===== src/rtl/booth_pkg.sv =====
// Shared types and sizing helpers for the radix-4 Booth partial-product accumulator.
package booth_pkg;

    typedef enum logic [1:0] {
        IDLE,
        ACC,
        DONE
    } state_t;

    localparam int unsigned DEF_WIDTH = 8;
    localparam int unsigned DEF_ACC_W = 2 * DEF_WIDTH;

    function automatic int unsigned rows(input int unsigned width);
        return width / 2;
    endfunction

    function automatic int unsigned acc_width(input int unsigned width);
        return 2 * width;
    endfunction

endpackage


===== src/rtl/booth_pp_accumulator_if.sv =====
// Row-side and product-side handshake bundle of the Booth accumulator.
interface booth_pp_accumulator_if
    import booth_pkg::*;
#(
    parameter int unsigned WIDTH = DEF_WIDTH
);
    localparam int unsigned ACC_W = acc_width(WIDTH);

    logic             pp_valid;
    logic             pp_ready;
    logic [WIDTH:0]   pp_row;
    logic             pp_neg;
    logic             pp_last;
    logic [ACC_W-1:0] prod;
    logic             prod_valid;
    logic             prod_ready;
    logic             err;

    modport master (
        output pp_valid, pp_row, pp_neg, pp_last, prod_ready,
        input  pp_ready, prod, prod_valid, err
    );

    modport slave (
        input  pp_valid, pp_row, pp_neg, pp_last, prod_ready,
        output pp_ready, prod, prod_valid, err
    );

endinterface


===== src/rtl/booth_row_align.sv =====
// Sign-extends one Booth row, folds in its +1 correction and shifts it to digit position k.
module booth_row_align
    import booth_pkg::*;
#(
    parameter int unsigned WIDTH = DEF_WIDTH,
    parameter int unsigned KW    = 2
) (
    input  logic [WIDTH:0]       pp_row,
    input  logic                 pp_neg,
    input  logic [KW-1:0]        k,
    output logic [2*WIDTH-1:0]   addend
);
    localparam int unsigned ACC_W = acc_width(WIDTH);

    logic [ACC_W-1:0] ext;

    always_comb begin
        ext    = {{(ACC_W-WIDTH-1){pp_row[WIDTH]}}, pp_row} + {{(ACC_W-1){1'b0}}, pp_neg};
        addend = ext << {k, 1'b0};
    end

endmodule


===== src/rtl/booth_pp_accumulator.sv =====
// Accumulates ROWS Booth partial-product rows, LSD first, and presents the signed product.
module booth_pp_accumulator
    import booth_pkg::*;
#(
    parameter int unsigned WIDTH = DEF_WIDTH
) (
    input  logic                    clk,
    input  logic                    rst_n,
    booth_pp_accumulator_if.slave   bus
);
    localparam int unsigned ROWS   = rows(WIDTH);
    localparam int unsigned ACC_W  = acc_width(WIDTH);
    localparam int unsigned KW     = (ROWS > 2) ? $clog2(ROWS) : 1;
    localparam logic [KW-1:0] LAST_K = KW'(ROWS - 1);

    state_t           state_q, state_d;
    logic [KW-1:0]    k_q, k_d;
    logic [ACC_W-1:0] acc_q, acc_d;
    logic [ACC_W-1:0] prod_q, prod_d;
    logic             err_q, err_d;
    logic [ACC_W-1:0] addend;
    logic [ACC_W-1:0] sum;
    logic             ready;
    logic             accept;
    logic             last_row;

    booth_row_align #(
        .WIDTH (WIDTH),
        .KW    (KW)
    ) u_align (
        .pp_row (bus.pp_row),
        .pp_neg (bus.pp_neg),
        .k      (k_q),
        .addend (addend)
    );

    assign ready          = (state_q != DONE);
    assign accept         = bus.pp_valid && ready;
    assign last_row       = (k_q == LAST_K);
    assign sum            = acc_q + addend;

    assign bus.pp_ready   = ready;
    assign bus.prod_valid = (state_q == DONE);
    assign bus.prod       = prod_q;
    assign bus.err        = err_q;

    always_comb begin
        state_d = state_q;
        k_d     = k_q;
        acc_d   = acc_q;
        prod_d  = prod_q;
        err_d   = 1'b0;
        case (state_q)
            IDLE, ACC: begin
                if (accept) begin
                    acc_d = sum;
                    k_d   = k_q + KW'(1);
                    // row count decides completion; pp_last only flags disagreement
                    err_d = (bus.pp_last != last_row);
                    if (last_row) begin
                        state_d = DONE;
                        prod_d  = sum;
                    end else begin
                        state_d = ACC;
                    end
                end
            end
            DONE: begin
                if (bus.prod_ready) begin
                    state_d = IDLE;
                    acc_d   = '0;
                    k_d     = '0;
                end
            end
            default: state_d = IDLE;
        endcase
    end

    always_ff @(posedge clk or negedge rst_n) begin
        if (!rst_n) begin
            state_q <= IDLE;
            k_q     <= '0;
            acc_q   <= '0;
            prod_q  <= '0;
            err_q   <= 1'b0;
        end else begin
            state_q <= state_d;
            k_q     <= k_d;
            acc_q   <= acc_d;
            prod_q  <= prod_d;
            err_q   <= err_d;
        end
    end

endmodule


===== src/flat_wrapper.sv =====
// flat-port wrapper written by rule: the top's interface ports become plain ports
module booth_pp_accumulator_flat import booth_pkg::*;
#(
    parameter int unsigned WIDTH = DEF_WIDTH
)
  (clk, rst_n, bus_pp_valid, bus_pp_row, bus_pp_neg, bus_pp_last, bus_prod_ready, bus_pp_ready, bus_prod, bus_prod_valid, bus_err);
  booth_pp_accumulator_if #(.WIDTH(WIDTH)) bus_i ();
  input  logic clk;
  input  logic rst_n;
  input wire logic [$bits(bus_i.pp_valid)-1:0] bus_pp_valid;
  input wire logic [$bits(bus_i.pp_row)-1:0] bus_pp_row;
  input wire logic [$bits(bus_i.pp_neg)-1:0] bus_pp_neg;
  input wire logic [$bits(bus_i.pp_last)-1:0] bus_pp_last;
  input wire logic [$bits(bus_i.prod_ready)-1:0] bus_prod_ready;
  output wire logic [$bits(bus_i.pp_ready)-1:0] bus_pp_ready;
  output wire logic [$bits(bus_i.prod)-1:0] bus_prod;
  output wire logic [$bits(bus_i.prod_valid)-1:0] bus_prod_valid;
  output wire logic [$bits(bus_i.err)-1:0] bus_err;
  assign bus_i.pp_valid = bus_pp_valid;
  assign bus_i.pp_row = bus_pp_row;
  assign bus_i.pp_neg = bus_pp_neg;
  assign bus_i.pp_last = bus_pp_last;
  assign bus_i.prod_ready = bus_prod_ready;
  assign bus_pp_ready = bus_i.pp_ready;
  assign bus_prod = bus_i.prod;
  assign bus_prod_valid = bus_i.prod_valid;
  assign bus_err = bus_i.err;
  booth_pp_accumulator #(.WIDTH(WIDTH)) u_core (.clk(clk), .rst_n(rst_n), .bus(bus_i));
endmodule

===== config.mk =====
export PLATFORM = sky130hd
export DESIGN_NAME = booth_pp_accumulator_flat
export DESIGN_NICKNAME = d
export VERILOG_FILES = /design/src/rtl/booth_pkg.sv /design/src/rtl/booth_pp_accumulator_if.sv /design/src/rtl/booth_row_align.sv /design/src/rtl/booth_pp_accumulator.sv /design/src/flat_wrapper.sv
export SDC_FILE = /design/constraint.sdc
export NUM_CORES = 1
export LEC_CHECK = 0
export ABC_AREA = 0
export BUFFER_PORTS_ARGS = -buffer_cell sky130_fd_sc_hd__buf_2
export CAP_MARGIN = 20
export CORE_MARGIN = 1
export CORE_UTILIZATION = 37
export DETAILED_ROUTE_END_ITERATION = 6
export PLACE_DENSITY = 0.67
export SLEW_MARGIN = 20
export SYNTH_ARGS = -nofsm -noshare
export SYNTH_HDL_FRONTEND = slang
export SYNTH_SLANG_ARGS = --single-unit

===== constraint.sdc =====
create_clock -name clk -period 9.1 [get_ports clk]
set_clock_uncertainty 0.1 [all_clocks]
set_input_delay 0 -clock clk [delete_from_list [all_inputs] [get_ports clk]]
set_output_delay 0 -clock clk [all_outputs]
set_load 0.005 [all_outputs]

# Yosys cells after proc, flatten, opt, wreduce, memory -nomap -nowiden
# Index checks and enable logic that the tools add are counted.
dict set report classes {
  add_sub_neg 3
  multipliers 0
  n_div 0
  order_cmp 0
  n_eq_ne 7
  shift 1
  mux 11
  bitwise 0
  n_reduce_logical 7
}
# cell count
set ops {}
lappend ops {{2-to-1 mux 16 bit} 2}
lappend ops {{one-hot mux 16 bit (2 select lines)} 1}
lappend ops {{adder 16 bit} 1}
lappend ops {{left shift 16 x 3 -> 16 bit} 1}
lappend ops {{adder 9 x 2 -> 10 bit} 1}
lappend ops {{2-to-1 mux 2 bit} 4}
lappend ops {{one-hot mux 2 bit (2 select lines)} 2}
lappend ops {{AND reduction 3 bit} 2}
lappend ops {{equality test 2 bit (second input constant)} 2}
lappend ops {{!= test 2 bit (second input constant)} 2}
lappend ops {{adder 2 x 1 -> 2 bit (second input constant)} 1}
lappend ops {{equality test 2 x 1 -> 1 bit (second input constant)} 1}
lappend ops {{logical NOT 2 bit} 1}
lappend ops {{2-to-1 mux 1 bit} 2}
lappend ops {{!= test 2 x 1 -> 1 bit (second input constant)} 1}
lappend ops {{AND reduction 2 bit} 1}
lappend ops {{nonzero test 2 bit} 1}
lappend ops {{OR reduction 2 bit} 1}
lappend ops {{logical AND 1 bit} 1}
lappend ops {{!= test 1 bit} 1}
dict set report word_totals {
  register_bits 37
  latch_bits 0
  ramBits 0
  mem_bits_ro 0
  input_bits 15
  output_inout_bits 19
  wordCells 34
  n_memories 0
}

# Logic depth before layout (Yosys ltp)
# Gate-level depths: netlist (run 1).
dict set report logic_depth {
  word_depth 5
  depth_mapped 17
  mapped_depth_nobuf 17
}

# Hierarchy
# Synthesis (run 1) repeated with hierarchy kept, for this count alone.
dict set report unflattened {
  hier_cells 287
  area_unflattened_um2 2783.9
}
# mod n_inst cells_each area_each_um2 seq_area_each_um2
set by_module_without_submodules {}
lappend by_module_without_submodules {booth_pp_accumulator 1 198 2185.8 925.9}
lappend by_module_without_submodules {booth_row_align 1 89 598.1 0.0}

# Worst setup path after synthesis (run 1)
# OpenSTA, ideal clock, no wires.
dict set report synth_timing {
  path_kind {reg2reg}
  start {register u_core.k_q[0]}
  end {register u_core.prod_q[14] (netlist: u_core.bus.prod[14])}
  setup_ns 0.069
  t_arrival_ns 2.948
  t_required_ns 8.931
  slack_ns 5.983
  path_stages_with_launch 15
  path_buffers 2
  period_less_slack_ns 3.117
  path_cell_list {dfrtp_1 > clkbuf_1 > clkbuf_1 > nor2_1 > and2_1 > ha_1 > inv_1 > fa_1 > and2b_1 > o21ai_1 > a21oi_2 > a211oi_1 > o31a_1 > or4_1 > nand3_1}
}
dict set report synth_between {
  elab_chain_len 2
  word_cells_on_any_way 4
  classes_between {add/sub (1); eq/ne (1); shift (1); reduce/logical (1)}
}
# element line_no
set synth_lines {}
lappend synth_lines {{from (decl)} booth_pp_accumulator.sv:17} ;# logic [KW-1:0] k_q, k_d;
lappend synth_lines {{from (signal assigned)} booth_pp_accumulator.sv:88} ;# k_q <= k_d;
lappend synth_lines {{left shift 16 x 3 -> 16 bit / equality test 2 bit (equally long branches)} {booth_row_align.sv:19, booth_pp_accumulator.sv:39}}
lappend synth_lines {{adder 16 bit / AND reduction 3 bit (equally long branches)} -}
lappend synth_lines {{to (signal assigned)} booth_pp_accumulator.sv:90} ;# prod_q <= prod_d;
lappend synth_lines {{to (decl)} booth_pp_accumulator.sv:19} ;# logic [ACC_W-1:0] prod_q, prod_d;
# Parallel ways exist; a longest one is shown, timed or not.
# A chain may end at the register's enable or synchronous reset.

# Worst setup path after layout (run 1)
dict set report layout_timing {
  start {register u_core.k_q[0]}
  end {register u_core.acc_q[15]}
}
dict set report layout_between {
  elab_chain_len 4
}
# element line_no
set layout_lines {}
lappend layout_lines {{left shift 16 x 3 -> 16 bit} booth_row_align.sv:19} ;# addend = ext << {k, 1'b0};
lappend layout_lines {{adder 16 bit} booth_pp_accumulator.sv:40} ;# assign sum = acc_q + addend;
lappend layout_lines {{2-to-1 mux 16 bit} booth_pp_accumulator.sv:55} ;# if (accept) begin
lappend layout_lines {{one-hot mux 16 bit (2 select lines)} booth_pp_accumulator.sv:53} ;# case (state_q)
lappend layout_lines {{to (signal assigned)} booth_pp_accumulator.sv:83} ;# acc_q <= '0;
lappend layout_lines {{to (signal assigned)} booth_pp_accumulator.sv:89} ;# acc_q <= acc_d;
lappend layout_lines {{to (decl)} booth_pp_accumulator.sv:18} ;# logic [ACC_W-1:0] acc_q, acc_d;
# No other way between the ends. The select of a mux whose other input is x is not followed.

==> results of run 1 <==
==> cell families (layout without fill, tap and decap cells) <==
kind of cell    count (synthesis)  in the layout  share of synthesized area
xor+xnor                       19             19                     0.0642
mux                            15             15                     0.0618
simple gates                   93             93                      0.163
flops                          37             37                      0.357
fa+ha+maj                      19             19                     0.0946
compound gates                 95             95                      0.227
buf+inv                        22             54                     0.0323
==> sequential cells by signal, indices dropped and copies added, names as in the netlist <==
register	count
u_core.k_q	2
u_core.bus.err	1
u_core.state_q	2
u_core.bus.prod	16
u_core.acc_q	16
==> metrics by stage <==
step           power [mW]  instances  area, µm²  setup WS, ns
6_report             1.21        428       2960          5.53
5_1_grt              1.34        428       2960          5.18
4_1_cts              1.22        428       2960          5.54
3_5_place_dp         1.10        416       2830          5.57
3_3_place_gp         1.08        416       2830          5.64
2_1_floorplan       0.909        300       2590          5.98
==> routing by layer <==
metal  vias up  part of all wire  global-route usage
met3         6             0.036              0.0395
met5         -                 0                   0
met1      1029              0.47               0.216
met2        37              0.48               0.284
li1       1150                 -                   -
met4         0            0.0067              0.0424
==> worst max path at each step <==
| stage | from | endpoint | slack [ns] | cells after the start |
|---|---|---|---|---|
| floorplan | u_core.k_q[0] | u_core.bus.prod[14] | 5.98 | 14 |
| global placement | u_core.k_q[0] | u_core.acc_q[15] | 5.64 | 12 |
| detailed placement | u_core.k_q[0] | u_core.acc_q[15] | 5.57 | 12 |
| CTS | u_core.k_q[0] | u_core.acc_q[15] | 5.54 | 12 |
| global route | u_core.k_q[0] | u_core.bus.prod[15] | 5.18 | 12 |
| finish | u_core.k_q[0] | u_core.acc_q[15] | 5.53 | 12 |
==> power breakdown <==
group / leakage (nW) / switching [mW] / internal [mW]
Sequential: 0.456 / 0.0685 / 0.245
Clock: 0.0439 / 0.0592 / 0.0528
Combinational: 0.868 / 0.437 / 0.345
==> worst max-delay path, delay by kind of cell, from the launching register on <==
kind,cells,cell delay [ns]
mux,1,0.18
flops,1,0.82
compound gates,7,1.49
fa+ha+maj,1,0.31
xor+xnor,1,0.27
buf+inv,2,0.28
==> final cells by class <==
cell class | instances | share of cell area
Multi-Input combinational cell | 241 | 0.535
Inverter | 8 | 0.0102
Sequential cell | 37 | 0.313
Tap cell | 96 | 0.0406
Clock inverter | 3 | 0.00592
Timing Repair Buffer | 38 | 0.0719
Clock buffer | 5 | 0.0233
==> timing repair <==
action | CTS | global route
hold buffers | 4 | 0
hold endpoints to repair | 40 | 0
resized for setup | 0 | 0
==> placed cells by master (no fill, tap or decap), types with 7 or more instances in the layout <==
| master | count |
|---|---|
| nand2_1 | 43 |
| dfrtp_1 | 37 |
| buf_2 | 33 |
| a21oi_1 | 26 |
| o21ai_0 | 25 |
| nor2_1 | 18 |
| ha_1 | 18 |
| xnor2_1 | 12 |
| a22o_1 | 10 |
| inv_1 | 8 |
| nand3_1 | 8 |
| a211oi_1 | 8 |
| o21ai_1 | 8 |
| mux2i_1 | 7 |
| xor2_1 | 7 |
| mux2_2 | 7 |
==> impl_metrics.py, run 1 <==
metrics = {
    "logic_synthesis": {
        "synth.net_count": 334,
        "yosys_warnings": 0,
        "syn_avg_cell_area_um2": 8.64,
        "synth_area_leaders": "dfrtp_1 36%, ha_1 8.7%, nand2_1 6.2%",
        "synthCells": 300,
        "syn-cell-area_mm2": 0.00259,
        "synthDominantCellAreaShare": 0.357,
        "synth_top_area_cell": "dfrtp_1",
        "synth_common_cells": "43 x nand2_1, 37 x dfrtp_1, 26 x a21oi_1, 25 x o21ai_0",
        "synthArstFlopShare": 1.00,
        "ys.flop_type": "dfrtp_1",
        "yosysMostFrequentCell": "nand2_1",
        "ys_ff_latch": 37,
        "yosysSeqAreaShare": 0.357,
        "synth_edf_count": 0,
        "synthDistinctLibCells": 43,
    },
    "global_routing": {
        "grt_pass1_wl_um": 9760,
        "grt_max_degree": 38,
        "antenna_found_initial": 0,
        "globalRouteOverflowTotal": 0,
        "gr-usage-all-layers": 0.168,
        "grt_pass1_vias": 2099,
    },
    "timing": {
        "finalSetupTns_ns": 0,
        "max_freq_mhz": 280,
        "slew_headroom": 0.319,
        "maxSlewViolCount": 0,
        "final_hold_viol_count": 0,
        "min_period_ns": 3.57,
        "finalCritPeriodShare": 0.392,
        "setup_viol": 0,
        "grt_setup_unrepaired": "no",
        "tightest_slew_ns": 1.02,
        "holdWs_ns": 0.235,
    },
    "critical_path": {
        "crit_chain": "inv_1 -> o211ai_1 -> o21ai_0 -> mux2i_1 -> ha_1 -> a21oi_1 -> inv_1 -> a211oi_1 -> o21ai_1 -> xnor2_1 -> o21bai_1 -> a22o_1",
        "worstPathMaxFanout": 24,
        "reg2reg_slack_ns": 5.53,
        "critPathMostFrequentCell": "inv_1",
        "endpoint_kind": "register",
        "crit_path_top_delay_cell": "dfrtp_1",
        "required_ns": 9.18,
        "cp_slowest_stage_delay_ns": 0.82,
        "start_kind": "register",
        "worst_r2r_endpoint": "u_core.acc_q[15]",
        "ff2ff_path_depth": 12,
        "r2r_start": "u_core.k_q[0]",
        "arrival_ns": 3.65,
        "worst-setup-path-type": "register to register",
    },
    "power": {
        "p_leak_nw": 1.37,
        "powerDensity_mw_per_mm2": 408,
        "vdd_ir_drop_max_mv": 0.187,
    },
    "drt": {
        "wl_per_cell_um": 13.2,
        "first_pass_iters": 4,
        "drc": 0,
        "drt_iter0_markers": 99,
        "finalWirelength_um": 5670,
        "via_per_inst": 5.19,
        "detail-route-antenna-nets": 0,
        "route.vias.total": 2222,
    },
    "finish": {
        "syn_to_final_growth_pct": 14.1,
        "multi_input_area_mm2": 0.00158,
        "drive_above_1_share": 0.151,
        "regArea_um2": 926,
        "fin_nets": 365,
        "insertedDiodeCount": 0,
        "n_fill_cell": 672,
        "final_core_util": 0.435,
    },
    "cts": {
        "clk_path_buf_depth": 2,
        "clk_latency_ns": 0.30,
        "cts_buffers": 5,
        "cts_setup_buffers": 0,
        "cts_sinks": 37,
        "clkTransAtPathRegs_ns": 0.08,
        "cts_tree": "built",
        "cts_htree_levels": 2,
        "cts_root_buf": "clkbuf_8",
    },
    "placed_design": {
        "numPortBuffers": 33,
        "dp_hpwl_um": 4280,
        "gp_congestion": 0.897,
    },
    "min_path": {
        "hold_class": "input port to asynchronous set/reset pin",
    },
    "floorplan": {
        "die_h_um": 85.7,
        "design.die.area_mm2": 0.00735,
        "io_pins": 34,
        "num_rows": 30,
        "start_util": 0.382,
        "coreArea_mm2": 0.00679,
        "die_width_um": 85.7,
    },
    "status": {
        "status": "finished clean",
    },
    "run": {
        "maxCapViolCount": 0,
    },
}
Note: power is estimated with default switching activity, not from simulation.
==> inputs of run 2 (changes only) <==
clock period = 3.3 ns   (was 9.1 ns; I/O delays follow)
==> run 2 against run 1 <==
Maximum frequency grew 16%. Die area is the same. Critical path type unchanged. Power grew to 2.9 times the previous value. Cell count grew 1.6%. Design area grew 2.3%. Clock power grew to 3.1 times the previous value. Utilization grew 0.99 points. Register-to-register slack lost 5.3 ns. Worst hold slack gained 0.010 ns. First-iteration DRC count grew 34%.
==> impl_metrics.py, run 2 (synthesized netlist as in run 1, its figures left out) <==
metrics = {
    "status": {
        "status": "finished clean",
    },
    "placed_design": {
        "place_inst": 423,
        "placed_cell_area_mm2": 0.00288,
        "gp_congestion": 0.855,
        "numPortBuffers": 33,
        "dp_hpwl_um": 4380,
        "pre_cts_slack_ns": 0.0828,
    },
    "cts": {
        "clkTransAtPathRegs_ns": 0.08,
        "cts_setup_buffers": 0,
        "cts_buffers": 5,
        "cts_root_buf": "clkbuf_8",
        "cts_sinks": 37,
        "cts_htree_levels": 2,
        "clk_path_buf_depth": 2,
        "cts_tree": "built",
        "clk_latency_ns": 0.29,
    },
    "critical_path": {
        "crit_chain": "nor2_1 -> and2_1 -> ha_1 -> inv_1 -> fa_1 -> and2b_1 -> o21ai_1 -> a21oi_2 -> a211oi_1 -> o31a_1 -> or4_1 -> nand3_1",
        "endpoint": "u_core.bus.prod[14]",
        "reg2reg_slack_ns": 0.22,
        "worst_r2r_endpoint": "u_core.bus.prod[14]",
        "start_kind": "register",
        "arrival_ns": 3.20,
        "r2r_start": "u_core.k_q[0]",
        "startpoint": "u_core.k_q[0]",
        "endpoint_kind": "register",
        "worst-setup-path-type": "register to register",
        "ff2ff_path_depth": 12,
        "cp_slowest_stage_delay_ns": 0.51,
        "worstPathMaxFanout": 4,
        "crit_path_top_delay_cell": "or4_1",
        "required_ns": 3.43,
    },
    "global_routing": {
        "antenna_found_initial": 0,
        "globalRouteOverflowTotal": 0,
        "grt_pass1_wl_um": 10000,
        "grt_max_degree": 38,
        "grt_pass1_vias": 2091,
        "gr-usage-all-layers": 0.171,
    },
    "power": {
        "switchingPower_mw": 1.58,
        "clockPowerShare": 0.102,
        "vdd_ir_drop_max_mv": 0.471,
        "internal-power_mw": 1.87,
        "power_mw": 3.45,
        "switching_share": 0.459,
        "p_comb_frac": 0.667,
        "powerDensity_mw_per_mm2": 1140,
        "p_leak_nw": 1.41,
        "power_frac_seq": 0.231,
    },
    "timing": {
        "holdWs_ns": 0.245,
        "maxSlewViolCount": 0,
        "finalSetupTns_ns": 0,
        "finalCritPeriodShare": 0.932,
        "final_hold_viol_count": 0,
        "tightest_slew_ns": 0.823,
        "grt_setup_unrepaired": "no",
        "setup_viol": 0,
        "slew_headroom": 0.451,
        "postLayoutSetupSlackWorst_ns": 0.224,
        "min_period_ns": 3.08,
        "max_freq_mhz": 325,
    },
    "floorplan": {
        "start_util": 0.382,
        "die_h_um": 85.7,
        "design.die.area_mm2": 0.00735,
        "num_rows": 30,
        "io_pins": 34,
        "die_width_um": 85.7,
        "coreArea_mm2": 0.00679,
    },
    "finish": {
        "syn_to_final_growth_pct": 16.7,
        "fin_area_mm2": 0.00303,
        "insertedDiodeCount": 0,
        "layout_commonest_cell": "nand2_1",
        "final_cell_mix": "43 x nand2_1, 37 x dfrtp_1, 33 x buf_2",
        "final_core_util": 0.445,
        "n_fill_cell": 683,
        "fin_nets": 372,
        "stdcell_count": 435,
        "drive_above_1_share": 0.168,
    },
    "drt": {
        "drt_iter0_markers": 133,
        "route.vias.total": 2250,
        "via_per_inst": 5.17,
        "finalWirelength_um": 5770,
        "detail-route-antenna-nets": 0,
        "drc": 0,
        "first_pass_iters": 4,
        "wl_per_cell_um": 13.3,
    },
    "run": {
        "maxCapViolCount": 0,
    },
    "min_path": {
        "hold_class": "input port to asynchronous set/reset pin",
    },
}
run 2: cell types whose count changed in the layout (fill, tap and decap cells not counted), sizes merged:
cell,change
clkbuf,+2
clkinvlp,-1
clkinv,-1
buf,+7
run 2: area by class of cell:
cell class	count	area, µm²	area share
multi-input combinational	241	1580	0.523
timing repair buffer	45	265	0.0877
inverter	8	30.0	0.00993
sequential	37	926	0.306
clock inverter	1	5.00	0.00165
clock buffer	7	96.3	0.0318
tap	96	120	0.0397
run 2: how the worst min path moves through the flow:
stage	from	to	slack (ns)	depth (start not counted)
6_report	rst_n	u_core.bus.prod[15]	0.25	2
3_3_place_gp	rst_n	u_core.bus.prod[15]	0.05	1
2_1_floorplan	rst_n	u_core.acc_q[0]	-0.40	0
4_1_cts	rst_n	u_core.bus.prod[15]	0.28	2
3_5_place_dp	rst_n	u_core.bus.prod[15]	0.05	1
5_1_grt	bus_pp_row[0]	u_core.bus.prod[0]	0.34	5
run 2: critical path: cells and delay by family, from the launching register on:
family / cells / cell delay (ns)
compound gates: 4 / 0.74
simple gates: 5 / 1.08
fa+ha+maj: 2 / 0.59
buf+inv: 1 / 0.07
flops: 1 / 0.42
run 2: power groups by stage:
stage                     clock [mW]  combinational (mW)  sequential [mW]
after floorplan                    0                1.71            0.793
after global placement             0                2.24            0.802
after detailed placement           0                2.29            0.803
after CTS                      0.358                2.30            0.800
after global routing           0.387                2.57            0.831
final                          0.351                2.30            0.797
run 2: metal layers:
| layer | GRT usage | up-vias | wire [µm] |
|---|---|---|---|
| met4 | 0.0318 | 0 | 45 |
| li1 | - | 1165 | - |
| met1 | 0.228 | 1042 | 2810 |
| met5 | 0 | - | 0 |
| met3 | 0.0318 | 8 | 173 |
| met2 | 0.293 | 35 | 2740 |
run 2: timing repair:
item	in CTS	in global routing
setup endpoints to repair	0	0
endpoints found under the hold margin	40	0
gates resized for setup	0	0
hold buffers	4	0
==> inputs of run 3 (changes only) <==
CELL_PAD_IN_SITES_DETAIL_PLACEMENT = 1   (was unset)
CELL_PAD_IN_SITES_GLOBAL_PLACEMENT = 2   (was unset)
CORE_UTILIZATION = 35   (was 37)
PLACE_DENSITY = 0.92   (was 0.67)
REMOVE_ABC_BUFFERS = 1   (was unset)
==> run 3 against run 2 <==
Global-route usage increased by 1.8 points. Sequential power increased by 2%. Routed wire length up 20%. Sequential share of layout area shrank 0.12 points. Sequential cell count unchanged. First-iteration DRC count fell by 17%. Maximum frequency decreased by 1.3%. Worst setup slack got worse by 0.039 ns. Via count is 4.4% higher. Critical endpoint is now u_core.bus.prod[13].
==> impl_metrics.py, run 3 (synthesized netlist as in run 1, its figures left out) <==
metrics = {
    "status": {
        "status": "finished clean",
    },
    "cts": {
        "clkTransAtPathRegs_ns": 0.08,
        "cts_htree_levels": 2,
        "cts_buffers": 5,
        "clk_latency_ns": 0.29,
        "cts_sinks": 37,
        "cts_root_buf": "clkbuf_8",
        "clk_path_buf_depth": 2,
        "cts_tree": "built",
    },
    "power": {
        "power_frac_seq": 0.227,
        "powerDensity_mw_per_mm2": 1180,
        "switching_share": 0.468,
        "power_mw": 3.58,
        "switchingPower_mw": 1.68,
        "clockPowerShare": 0.091,
        "vdd_ir_drop_max_mv": 0.357,
        "p_comb_frac": 0.682,
        "internal-power_mw": 1.91,
        "p_leak_nw": 1.41,
    },
    "global_routing": {
        "gr-usage-all-layers": 0.189,
        "antenna_found_initial": 0,
        "grt_max_degree": 38,
        "grt_pass1_vias": 2238,
        "grt_pass1_wl_um": 11300,
        "globalRouteOverflowTotal": 0,
    },
    "drt": {
        "drt_iter0_markers": 111,
        "first_pass_iters": 4,
        "finalWirelength_um": 6920,
        "route.vias.total": 2349,
        "wl_per_cell_um": 15.8,
        "via_per_inst": 5.38,
        "drc": 0,
        "detail-route-antenna-nets": 0,
    },
    "timing": {
        "max_freq_mhz": 321,
        "maxSlewViolCount": 0,
        "tightest_slew_ns": 0.916,
        "min_period_ns": 3.11,
        "slew_headroom": 0.389,
        "finalSetupTns_ns": 0,
        "holdWs_ns": 0.244,
        "setup_viol": 0,
        "finalCritPeriodShare": 0.944,
        "final_hold_viol_count": 0,
    },
    "floorplan": {
        "start_util": 0.359,
        "num_rows": 31,
        "design.die.area_mm2": 0.00776,
        "io_pins": 34,
        "coreArea_mm2": 0.00721,
        "die_h_um": 88.1,
        "die_width_um": 88.1,
    },
    "finish": {
        "fin_nets": 372,
        "final_cell_mix": "43 x nand2_1, 36 x dfrtp_1, 33 x buf_2",
        "final_core_util": 0.422,
        "insertedDiodeCount": 0,
        "drive_above_1_share": 0.175,
        "syn_to_final_growth_pct": 17.3,
        "fin_area_mm2": 0.00304,
        "layout_commonest_cell": "nand2_1",
    },
    "critical_path": {
        "start_kind": "input port",
        "required_ns": 3.38,
        "worst-setup-path-type": "input port to register",
        "crit_path_top_delay_cell": "or4_1",
        "worstPathMaxFanout": 6,
        "cp_slowest_stage_delay_ns": 0.52,
        "arrival_ns": 3.20,
        "endpoint_kind": "register",
        "crit_chain": "buf_2 -> ha_1 -> and3_1 -> and3_1 -> a31oi_1 -> a21oi_1 -> o21ai_0 -> mux2i_1 -> ha_1 -> nand2_1 -> or4_1 -> o22ai_1 -> xor2_1 -> mux2_2",
    },
    "run": {
        "maxCapViolCount": 0,
    },
    "placed_design": {
        "gp_congestion": 0.884,
        "placed_cell_area_mm2": 0.00290,
        "numPortBuffers": 33,
        "dp_hpwl_um": 5210,
    },
    "min_path": {
        "hold_class": "input port to asynchronous set/reset pin",
    },
}
[run 3: final timing paths]
check / startpoint / to / slack (ns) / cells past startpoint
min reg2reg: u_core.state_q[1] / u_core.state_q[0] / 0.37 / 1
min in group clk: bus_pp_row[8] / u_core.acc_q[15] / 0.31 / 4
max reg2reg: u_core.k_q[0] / u_core.bus.prod[14] / 0.20 / 12
min: rst_n / u_core.acc_q[10] / 0.24 / 2
max: bus_pp_neg / u_core.bus.prod[13] / 0.19 / 14
max in group asynchronous: rst_n / u_core.k_q[0] / 2.27 / 2
[run 3: layout make-up]
| type | count | area (µm²) |
|---|---|---|
| flip-flops and latches | 37 | 927 |
| well taps | 99 | 124 |
| inverters | 8 | 30.0 |
| clock buffers | 7 | 86.3 |
| multi-input cells | 241 | 1600 |
| fillers | 887 | 4170 |
| repair buffers | 45 | 278 |
[run 3: critical path, delay by kind of cell]
family | cells | cell delay [ns]
simple gates | 4 | 1.13
mux | 2 | 0.43
compound gates | 4 | 0.81
fa+ha+maj | 2 | 0.60
buf+inv | 1 | 0.10
xor+xnor | 1 | 0.13
[run 3: stage by stage]
step                      std cells  worst slack (ns)
after floorplan                 286             0.242
after global placement          425           -0.0905
after detailed placement        425           -0.0918
after CTS                       436             0.115
after global routing            437           -0.0110
final                           437             0.185
[run 3: what timing repair did]
item,CTS,global route
setup buffers,0,1
hold buffers,4,0
resized for setup,0,3
endpoints found under the setup margin,0,5
hold endpoints to repair,40,0
[run 3: per-layer routing]
layer | vias up | share of wire | global-route usage
li1 | 1155 | - | -
met1 | 1132 | 0.48 | 0.264
met2 | 56 | 0.47 | 0.309
met3 | 6 | 0.043 | 0.0254
met4 | 0 | 0.011 | 0.0484
met5 | - | 0 | 0
[run 3: power by group through the flow]
stage | sequential [mW] | clock, mW | combinational [mW]
final | 0.815 | 0.326 | 2.44
after CTS | 0.814 | 0.331 | 2.40
after global routing | 0.842 | 0.352 | 2.72
after floorplan | 0.845 | 0 | 1.64
after global placement | 0.812 | 0 | 2.33
after detailed placement | 0.820 | 0 | 2.39
